<file path="config.mk">
export PLATFORM = sky130hd
export DESIGN_NAME = mmu_utlb
export DESIGN_NICKNAME = d
export VERILOG_FILES = /design/src/rtl/mmu_utlb.sv
export SDC_FILE = /design/constraint.sdc
export NUM_CORES = 1
export LEC_CHECK = 0
export CAP_MARGIN = 40
export CORE_MARGIN = 4
export CORE_UTILIZATION = 30
export DETAILED_ROUTE_END_ITERATION = 12
export SLEW_MARGIN = 20
export SYNTH_ARGS = -nofsm -noshare
export SYNTH_HDL_FRONTEND = slang
export SYNTH_SLANG_ARGS = --single-unit
</file>
<file path="constraint.sdc">
create_clock -name clk -period 8.6 [get_ports clk]
set_clock_uncertainty 0.1 [all_clocks]
set_input_delay 2.58 -clock clk [delete_from_list [all_inputs] [get_ports clk]]
set_output_delay 2.58 -clock clk [all_outputs]
set_load 0.02 [all_outputs]
</file>
<file path="src/rtl/mmu_utlb.sv">
// Micro-TLB front end for one MMU port: translates unmapped segments and cached
// mappings in one cycle, and walks the main TLB on a miss with a 2-cycle latency.
module mmu_utlb #(
  parameter int UTLB_NUM  = 4,
  parameter bit DATA_PORT = 1'b1
) (
  input  logic        clk,
  input  logic        rst,
  input  logic        req_valid,
  output logic        req_ready,
  input  logic [31:0] req_vaddr,
  input  logic        req_store,
  input  logic [7:0]  req_asid,
  input  logic        flush,
  output logic        resp_valid,
  output logic [31:0] resp_psyaddr,
  output logic        resp_uncached,
  output logic        resp_refill,
  output logic        resp_invalid,
  output logic        resp_modify,
  output logic        resp_store,
  output logic [18:0] s_vpn,
  output logic        s_odd,
  output logic [7:0]  s_asid,
  input  logic        s_found,
  input  logic [19:0] s_pfn,
  input  logic [2:0]  s_c,
  input  logic        s_d,
  input  logic        s_v
);
  localparam int PW = $clog2(UTLB_NUM);

  typedef enum logic {IDLE, WALK} state_e;

  state_e                state_q, state_d;
  logic [UTLB_NUM-1:0]   valid_q, valid_d;
  logic [PW-1:0]         ptr_q, ptr_d;
  logic [19:0]           tag_q [UTLB_NUM];
  logic [19:0]           tag_d [UTLB_NUM];
  logic [7:0]            asid_q [UTLB_NUM];
  logic [7:0]            asid_d [UTLB_NUM];
  logic [19:0]           pfn_q [UTLB_NUM];
  logic [19:0]           pfn_d [UTLB_NUM];
  logic [2:0]            c_q [UTLB_NUM];
  logic [2:0]            c_d [UTLB_NUM];
  logic [UTLB_NUM-1:0]   d_q, d_d;

  logic [31:0] hvaddr_q, hvaddr_d;
  logic [7:0]  hasid_q, hasid_d;
  logic        hstore_q, hstore_d;

  logic        rvalid_q, rvalid_d;
  logic [31:0] rpsy_q, rpsy_d;
  logic        runc_q, runc_d;
  logic        rrefill_q, rrefill_d;
  logic        rinvalid_q, rinvalid_d;
  logic        rmodify_q, rmodify_d;
  logic        rstore_q, rstore_d;

  logic        accept, is_store, hit, hit_d;
  logic [19:0] hit_pfn;
  logic [2:0]  hit_c;

  assign req_ready = (state_q == IDLE);
  assign accept    = req_valid && req_ready;
  assign is_store  = DATA_PORT && req_store;

  assign s_vpn  = (state_q == WALK) ? hvaddr_q[31:13] : '0;
  assign s_odd  = (state_q == WALK) ? hvaddr_q[12]    : 1'b0;
  assign s_asid = (state_q == WALK) ? hasid_q         : '0;

  assign resp_valid    = rvalid_q;
  assign resp_psyaddr  = rpsy_q;
  assign resp_uncached = runc_q;
  assign resp_refill   = rrefill_q;
  assign resp_invalid  = rinvalid_q;
  assign resp_modify   = rmodify_q;
  assign resp_store    = rstore_q;

  always_comb begin
    hit     = 1'b0;
    hit_pfn = '0;
    hit_c   = '0;
    hit_d   = 1'b0;
    for (int unsigned i = 0; i < UTLB_NUM; i++) begin
      if (valid_q[i] && tag_q[i] == req_vaddr[31:12] && asid_q[i] == req_asid) begin
        hit     = 1'b1;
        hit_pfn = pfn_q[i];
        hit_c   = c_q[i];
        hit_d   = d_q[i];
      end
    end
  end

  always_comb begin
    state_d    = state_q;
    valid_d    = valid_q;
    ptr_d      = ptr_q;
    tag_d      = tag_q;
    asid_d     = asid_q;
    pfn_d      = pfn_q;
    c_d        = c_q;
    d_d        = d_q;
    hvaddr_d   = hvaddr_q;
    hasid_d    = hasid_q;
    hstore_d   = hstore_q;
    rvalid_d   = 1'b0;
    rpsy_d     = '0;
    runc_d     = 1'b0;
    rrefill_d  = 1'b0;
    rinvalid_d = 1'b0;
    rmodify_d  = 1'b0;
    rstore_d   = 1'b0;

    case (state_q)
      IDLE: begin
        if (accept) begin
          if (req_vaddr[31:30] == 2'b10) begin
            rvalid_d = 1'b1;
            rpsy_d   = {3'b000, req_vaddr[28:0]};
            runc_d   = req_vaddr[29];
            rstore_d = is_store;
          end else if (hit) begin
            rvalid_d  = 1'b1;
            rpsy_d    = {hit_pfn, req_vaddr[11:0]};
            runc_d    = (hit_c == 3'b010);
            rmodify_d = is_store && !hit_d;
            rstore_d  = is_store;
          end else begin
            state_d  = WALK;
            hvaddr_d = req_vaddr;
            hasid_d  = req_asid;
            hstore_d = is_store;
          end
        end
      end
      WALK: begin
        state_d  = IDLE;
        rvalid_d = 1'b1;
        rstore_d = hstore_q;
        if (!s_found) begin
          rrefill_d = 1'b1;
        end else if (!s_v) begin
          rinvalid_d = 1'b1;
        end else begin
          rpsy_d    = {s_pfn, hvaddr_q[11:0]};
          runc_d    = (s_c == 3'b010);
          rmodify_d = hstore_q && !s_d;
          if (!flush) begin
            valid_d[ptr_q] = 1'b1;
            tag_d[ptr_q]   = hvaddr_q[31:12];
            asid_d[ptr_q]  = hasid_q;
            pfn_d[ptr_q]   = s_pfn;
            c_d[ptr_q]     = s_c;
            d_d[ptr_q]     = s_d;
            ptr_d = (ptr_q == PW'(UTLB_NUM - 1)) ? '0 : ptr_q + 1'b1;
          end
        end
      end
      default: state_d = IDLE;
    endcase

    // Flush overrides any fill in the same cycle; the response above is kept.
    if (flush) begin
      valid_d = '0;
      ptr_d   = '0;
    end
  end

  always_ff @(posedge clk) begin
    tag_q    <= tag_d;
    asid_q   <= asid_d;
    pfn_q    <= pfn_d;
    c_q      <= c_d;
    d_q      <= d_d;
    hvaddr_q <= hvaddr_d;
    hasid_q  <= hasid_d;
    hstore_q <= hstore_d;
    if (rst) begin
      state_q    <= IDLE;
      valid_q    <= '0;
      ptr_q      <= '0;
      rvalid_q   <= 1'b0;
      rpsy_q     <= '0;
      runc_q     <= 1'b0;
      rrefill_q  <= 1'b0;
      rinvalid_q <= 1'b0;
      rmodify_q  <= 1'b0;
      rstore_q   <= 1'b0;
    end else begin
      state_q    <= state_d;
      valid_q    <= valid_d;
      ptr_q      <= ptr_d;
      rvalid_q   <= rvalid_d;
      rpsy_q     <= rpsy_d;
      runc_q     <= runc_d;
      rrefill_q  <= rrefill_d;
      rinvalid_q <= rinvalid_d;
      rmodify_q  <= rmodify_d;
      rstore_q   <= rstore_d;
    end
  end
endmodule

</file>
# Yosys cells after proc, flatten, opt, wreduce, memory -nomap -nowiden

Cells that the tools add are included.

$add $sub $neg: 1
Order comparisons: 4
Equal/unequal tests: 12
Multiplexer cells: 65
Bitwise operators: 7
Reductions and logical operators: 21

Operator list:

| kind               | number |
|---|---|
| $bwmux 80          | 2 |
| $mux 32            | 5 |
| $mux 20            | 5 |
| $eq 20x20->1       | 4 |
| $pmux 32 s2        | 1 |
| $demux 20 s2       | 1 |
| $bwmux 32          | 1 |
| $eq 8x8->1         | 4 |
| $mux 1             | 31 |
| $mux 19            | 1 |
| $demux 8 s2        | 1 |
| $mux 8             | 2 |
| $mux 3             | 5 |
| $logic_and 1x1->1  | 13 |
| $bwmux 12          | 1 |
| $pmux 1 s2         | 5 |
| $reduce_and 4->1   | 2 |
| $demux 3 s2        | 1 |
| $eq 3x2->1 const B | 2 |
| $not 1->1          | 5 |
| $bwmux 4           | 1 |
| $eq 2x2->1 const B | 2 |
| $or 4x4->4         | 1 |
| $reduce_or 2->1    | 2 |
| 11 further kinds   | 12 |

Register bits after elaboration: 294
Input bits: 71
Word-level logic and storage cells: 140

# Depth between registers and ports, before layout

Word-level depth: 13
Mapped depth: 10
Mapped depth without buffers: 7

# Worst setup path after synthesis

No wires, ideal clock.

Path type: input to register
Start point: input req_vaddr[24]
End point: register hasid_q[0] (enable)
Setup time: 0.439 ns
Arrival: 5.653 ns
Slack: 2.407 ns
Stages on the path: 9
Path buffers: 2
Path through: clkbuf_1 > xor2_1 > nor3_1 > nand4_1 > or2_1 > clkbuf_1 > nand2_2 > or2_2 > nor2_1

Cells in the longest elaborated chain, start to end: 9
Elaborated cells on any way between the ends: 18

RTL lines:

| item                                  | line | text |
|---|---|---|
| start: declaration                    | 11   | `input logic [31:0] req_vaddr,` |
| $eq 20x20->1                          | 86   | `if (valid_q[i] && tag_q[i] == req_vaddr[31:12] && asid_q[i] == req_asid) begin` |
| $logic_and 1x1->1 (2 in a row)        | 86   |  |
| $mux 1 (3 in a row)                   | 86   |  |
| $mux 1 (*)                            | 86   |  |
| $not 1->1 (no source line) (*)        | -    |  |
| $reduce_and 4->1 (no source line) (*) | -    |  |
| end signal: assignment                | 177  | `hasid_q <= hasid_d;` |
| end: declaration                      | 49   | `logic [7:0] hasid_q, hasid_d;` |

Mark *: on every way between the ends. The rest lies on a longest branch, timed or not.
A chain may end at the register's enable or synchronous reset.

# Final worst setup path

Start point: input req_vaddr[29]
End point: register runc_q (netlist: resp_uncached)

Cells in the longest elaborated chain, start to end: 12
Elaborated cells on any way between the ends: 25

RTL lines:

| item                           | line | text |
|---|---|---|
| $eq 20x20->1                   | 86   |  |
| $logic_and 1x1->1 (2 in a row) | 86   |  |
| $mux 3 (4 in a row)            | 86   |  |
| $eq 3x2->1                     | 126  | `runc_d = (hit_c == 3'b010);` |
| $mux 1                         | 123  | `end else if (hit) begin` |
| $mux 1 (*)                     | 118  | `if (req_vaddr[31:30] == 2'b10) begin` |
| $mux 1 (*)                     | 117  | `if (accept) begin` |
| $pmux 1 s2 (*)                 | 115  | `case (state_q)` |
| end signal: assignment         | 196  | `runc_q <= runc_d;` |
| end: declaration               | 54   | `logic runc_q, runc_d;` |

Marks and branches as above.

==> impl_metrics.tcl <==
set metrics [dict create \
    timing.rr.end "resp_uncached" \
    rows 71 \
    ff2ff_path_depth 9 \
    synth_cell_types 49 \
    crit_fanout 39 \
    hpwlAfterDp_um 19600 \
    arrival_ns 6.16 \
    dieArea_sq_mm 0.0418 \
    post_cts_buffers 0 \
    cts_tree "done" \
    yosys_warnings 0 \
    switching_share 0.211 \
    ir_drop_mv 0.142 \
    intPower_mw 2.46 \
    synthesis.nets 811 \
    grt_pass1_vias 6680 \
    antenna_cells 0 \
    synth-edff-count 249 \
    nets 953 \
    syn_area_per_cell_sq_um 15.7 \
    synthFlopType "edfxtp_1" \
    cap_violations 0 \
    dpl.cell_count 1350 \
    worstMarginPinSlew_ns 0.863 \
    startpoint_type "input pin" \
    core_sq_mm 0.0378 \
    clk_pin_slew_ns 0.06 \
    pwr-share-clk 0.444 \
    combPwrFrac 0.048 \
    holdPathEnd "resp_psyaddr[7]" \
    drv_slew 0 \
    port_buffers 137 \
    outcome "complete, no violations" \
    initialDrtViolationCount 576 \
    grt_max_degree 53 \
    synthCells 736 \
    fin_setup_tns_ns 0 \
    initial_utilization 0.306 \
    htree_levels 2 \
    fin_crit_sh 0.681 \
    hold_viol_final 0 \
    first_pass_iters 5 \
    min_path_cells 1 \
    antenna_left 0 \
    vias 6468 \
    fmax_mhz 171 \
    fp.dieH_um 204 \
    routedWlPerCell_um 20.5 \
    seqPwrFrac 0.507 \
    async_reset_ff_frac 0 \
    grt_pass1_wl_um 42600 \
    cts_resized 0 \
    ioPinCount 138 \
    netlist_area_sq_mm 0.0116 \
    clk_path_buf_depth 3 \
    ys_seq_elements 294 \
    clk_latency_ns 0.52 \
    place_congestion 0.765 \
    cts-root-buf "clkbuf_16" \
    layout-drive-gt1-share 0.115 \
    grt_setup_unrepaired "false" \
    cts.sinks 294 \
    chipWidth_um 204 \
    grt_overflow 0 \
    cp.required_ns 8.91 \
    power_density_mw_per_mm2 213 \
    switching_power_uw 658 \
    area_growth_pct 26.3 \
    antenna_found_initial 0 \
    grt_usage 0.136 \
    path_class "in -> reg" \
    post-route-min-period_ns 5.85 \
    r2r_start "tag_q[0]" \
    hold_path.class "reg -> reg" \
    setup_viol 0 \
    ctsHoldBuffers 0 \
    finalWirelength_um 29000 \
    cts-buffers-inserted 34 \
    max_slew_margin 0.424 \
    stdcell_count 1414 \
    viasPerCell 4.57 \
    synth.yosys.seq_area_share 0.724 \
    ff2ff_setup_slack_ns 5.23 \
    leakagePower_nw 4.75 \
    min_from "hvaddr_q[7]" \
    end_kind "register" \
    drc 0 \
]
==> cell usage after synthesis, types with 4 or more instances <==
cell type,number,share of area
o31ai_2,19,0.021
nand2_1,16,0.0052
a21oi_1,9,0.0039
buf_6,11,0.011
or2_2,4,0.0022
dfxtp_1,45,0.078
a22o_1,12,0.0091
nor2_1,17,0.0055
nand3_1,6,0.0026
clkbuf_1,25,0.0081
nand4_1,19,0.010
a221oi_1,17,0.013
inv_1,27,0.0088
xor2_1,31,0.023
buf_4,4,0.0026
and2_1,32,0.017
o21a_1,20,0.013
o21ai_0,20,0.0087
edfxtp_1,249,0.65
nor4_1,11,0.0059
xnor2_1,78,0.059
a22oi_1,17,0.011
ha_1,4,0.0043
buf_2,4,0.0017
==> cell usage in the layout (no fill, tap or decap), types with 20 or more instances in the layout <==
cell	count
and2_1	28
clkbuf_16	35
clkdlybuf4s50_1	137
dfxtp_1	45
edfxtp_1	249
inv_1	27
o21a_1	20
o21ai_0	20
xnor2_1	78
xor2_1	31
==> worst max-delay path, cell delays in order <==
cell and delay (ns):
clkdlybuf4s50_1 0.81, xnor2_1 0.18, nand4_1 0.13, or4_1 0.50
or4_1 0.70, buf_4 0.34, nand2_8 0.21, o21ai_4 0.19
buf_8 0.21, o31ai_1 0.26
==> metrics by stage <==
step | hold slack [ns] | total power, mW | instance area [sq um] | util | setup WS [ns]
global placement | 0.348 | 1.76 | 13400 | 0.353 | 2.08
CTS | 0.369 | 3.15 | 14500 | 0.384 | 2.72
global route | 0.384 | 3.22 | 14600 | 0.386 | 2.61
finish | 0.360 | 3.11 | 14600 | 0.386 | 2.75
detailed placement | 0.355 | 1.76 | 13500 | 0.356 | 2.22
floorplan | 0.329 | 1.67 | 11600 | - | 2.41
==> registers in the layout, indices dropped and copies added, names as in the netlist, 2 cells and up <==
name          flops
ptr_q             2
resp_psyaddr     32
c_q              12
d_q               4
hvaddr_q         32
valid_q           4
tag_q            80
hasid_q           8
asid_q           32
pfn_q            80
==> final cells by class <==
type                            instances  area (sq um)
Sequential cell                       294          8380
Clock inverter                         17           161
Tap cell                              511           639
Timing Repair Buffer                  150          1570
Multi-Input combinational cell        371          2840
Fill cell                            3597         23200
Clock buffer                           44           920
Inverter                               27           101
==> worst max path at each step <==
stage | startpoint | end | slack, ns | cells after the start
CTS | req_vaddr[12] | resp_uncached | 2.72 | 10
floorplan | req_vaddr[24] | hasid_q[0] | 2.41 | 9
global route | req_vaddr[12] | resp_uncached | 2.61 | 10
global placement | req_vaddr[12] | hvaddr_q[17] | 2.08 | 9
finish | req_vaddr[29] | resp_uncached | 2.75 | 10
detailed placement | req_vaddr[27] | resp_uncached | 2.22 | 10
==> layer usage <==
layer  share of wire  wire (um)  vias up  global-route usage
met5               0          0        -                   0
met4           0.016        453        0              0.0287
met3           0.052       1500       35              0.0249
met2            0.47      13700      203               0.218
met1            0.46      13300     3206               0.194
li1                -          -     3024                   -
==> kinds of logic (layout without fill, tap and decap cells) <==
family / Yosys count / after routing / share of synthesized area
AND/OR/NAND/NOR: 128 / 128 / 0.0638
adder cells (fa/ha/maj): 4 / 4 / 0.00433
flip-flops: 294 / 294 / 0.724
XOR/XNOR: 112 / 112 / 0.0867
buffers and inverters: 71 / 238 / 0.0319
AO/OA/AOI/OAI: 127 / 127 / 0.0891
==> power by group through the flow <==
stage / sequential (mW) / combinational, mW / clock [mW]
floorplan: 1.61 / 0.0624 / 0
global placement: 1.61 / 0.148 / 0
detailed placement: 1.61 / 0.151 / 0
CTS: 1.58 / 0.153 / 1.42
global route: 1.58 / 0.161 / 1.48
finish: 1.58 / 0.150 / 1.38
No activity file was read; power rests on OpenSTA's default activity.
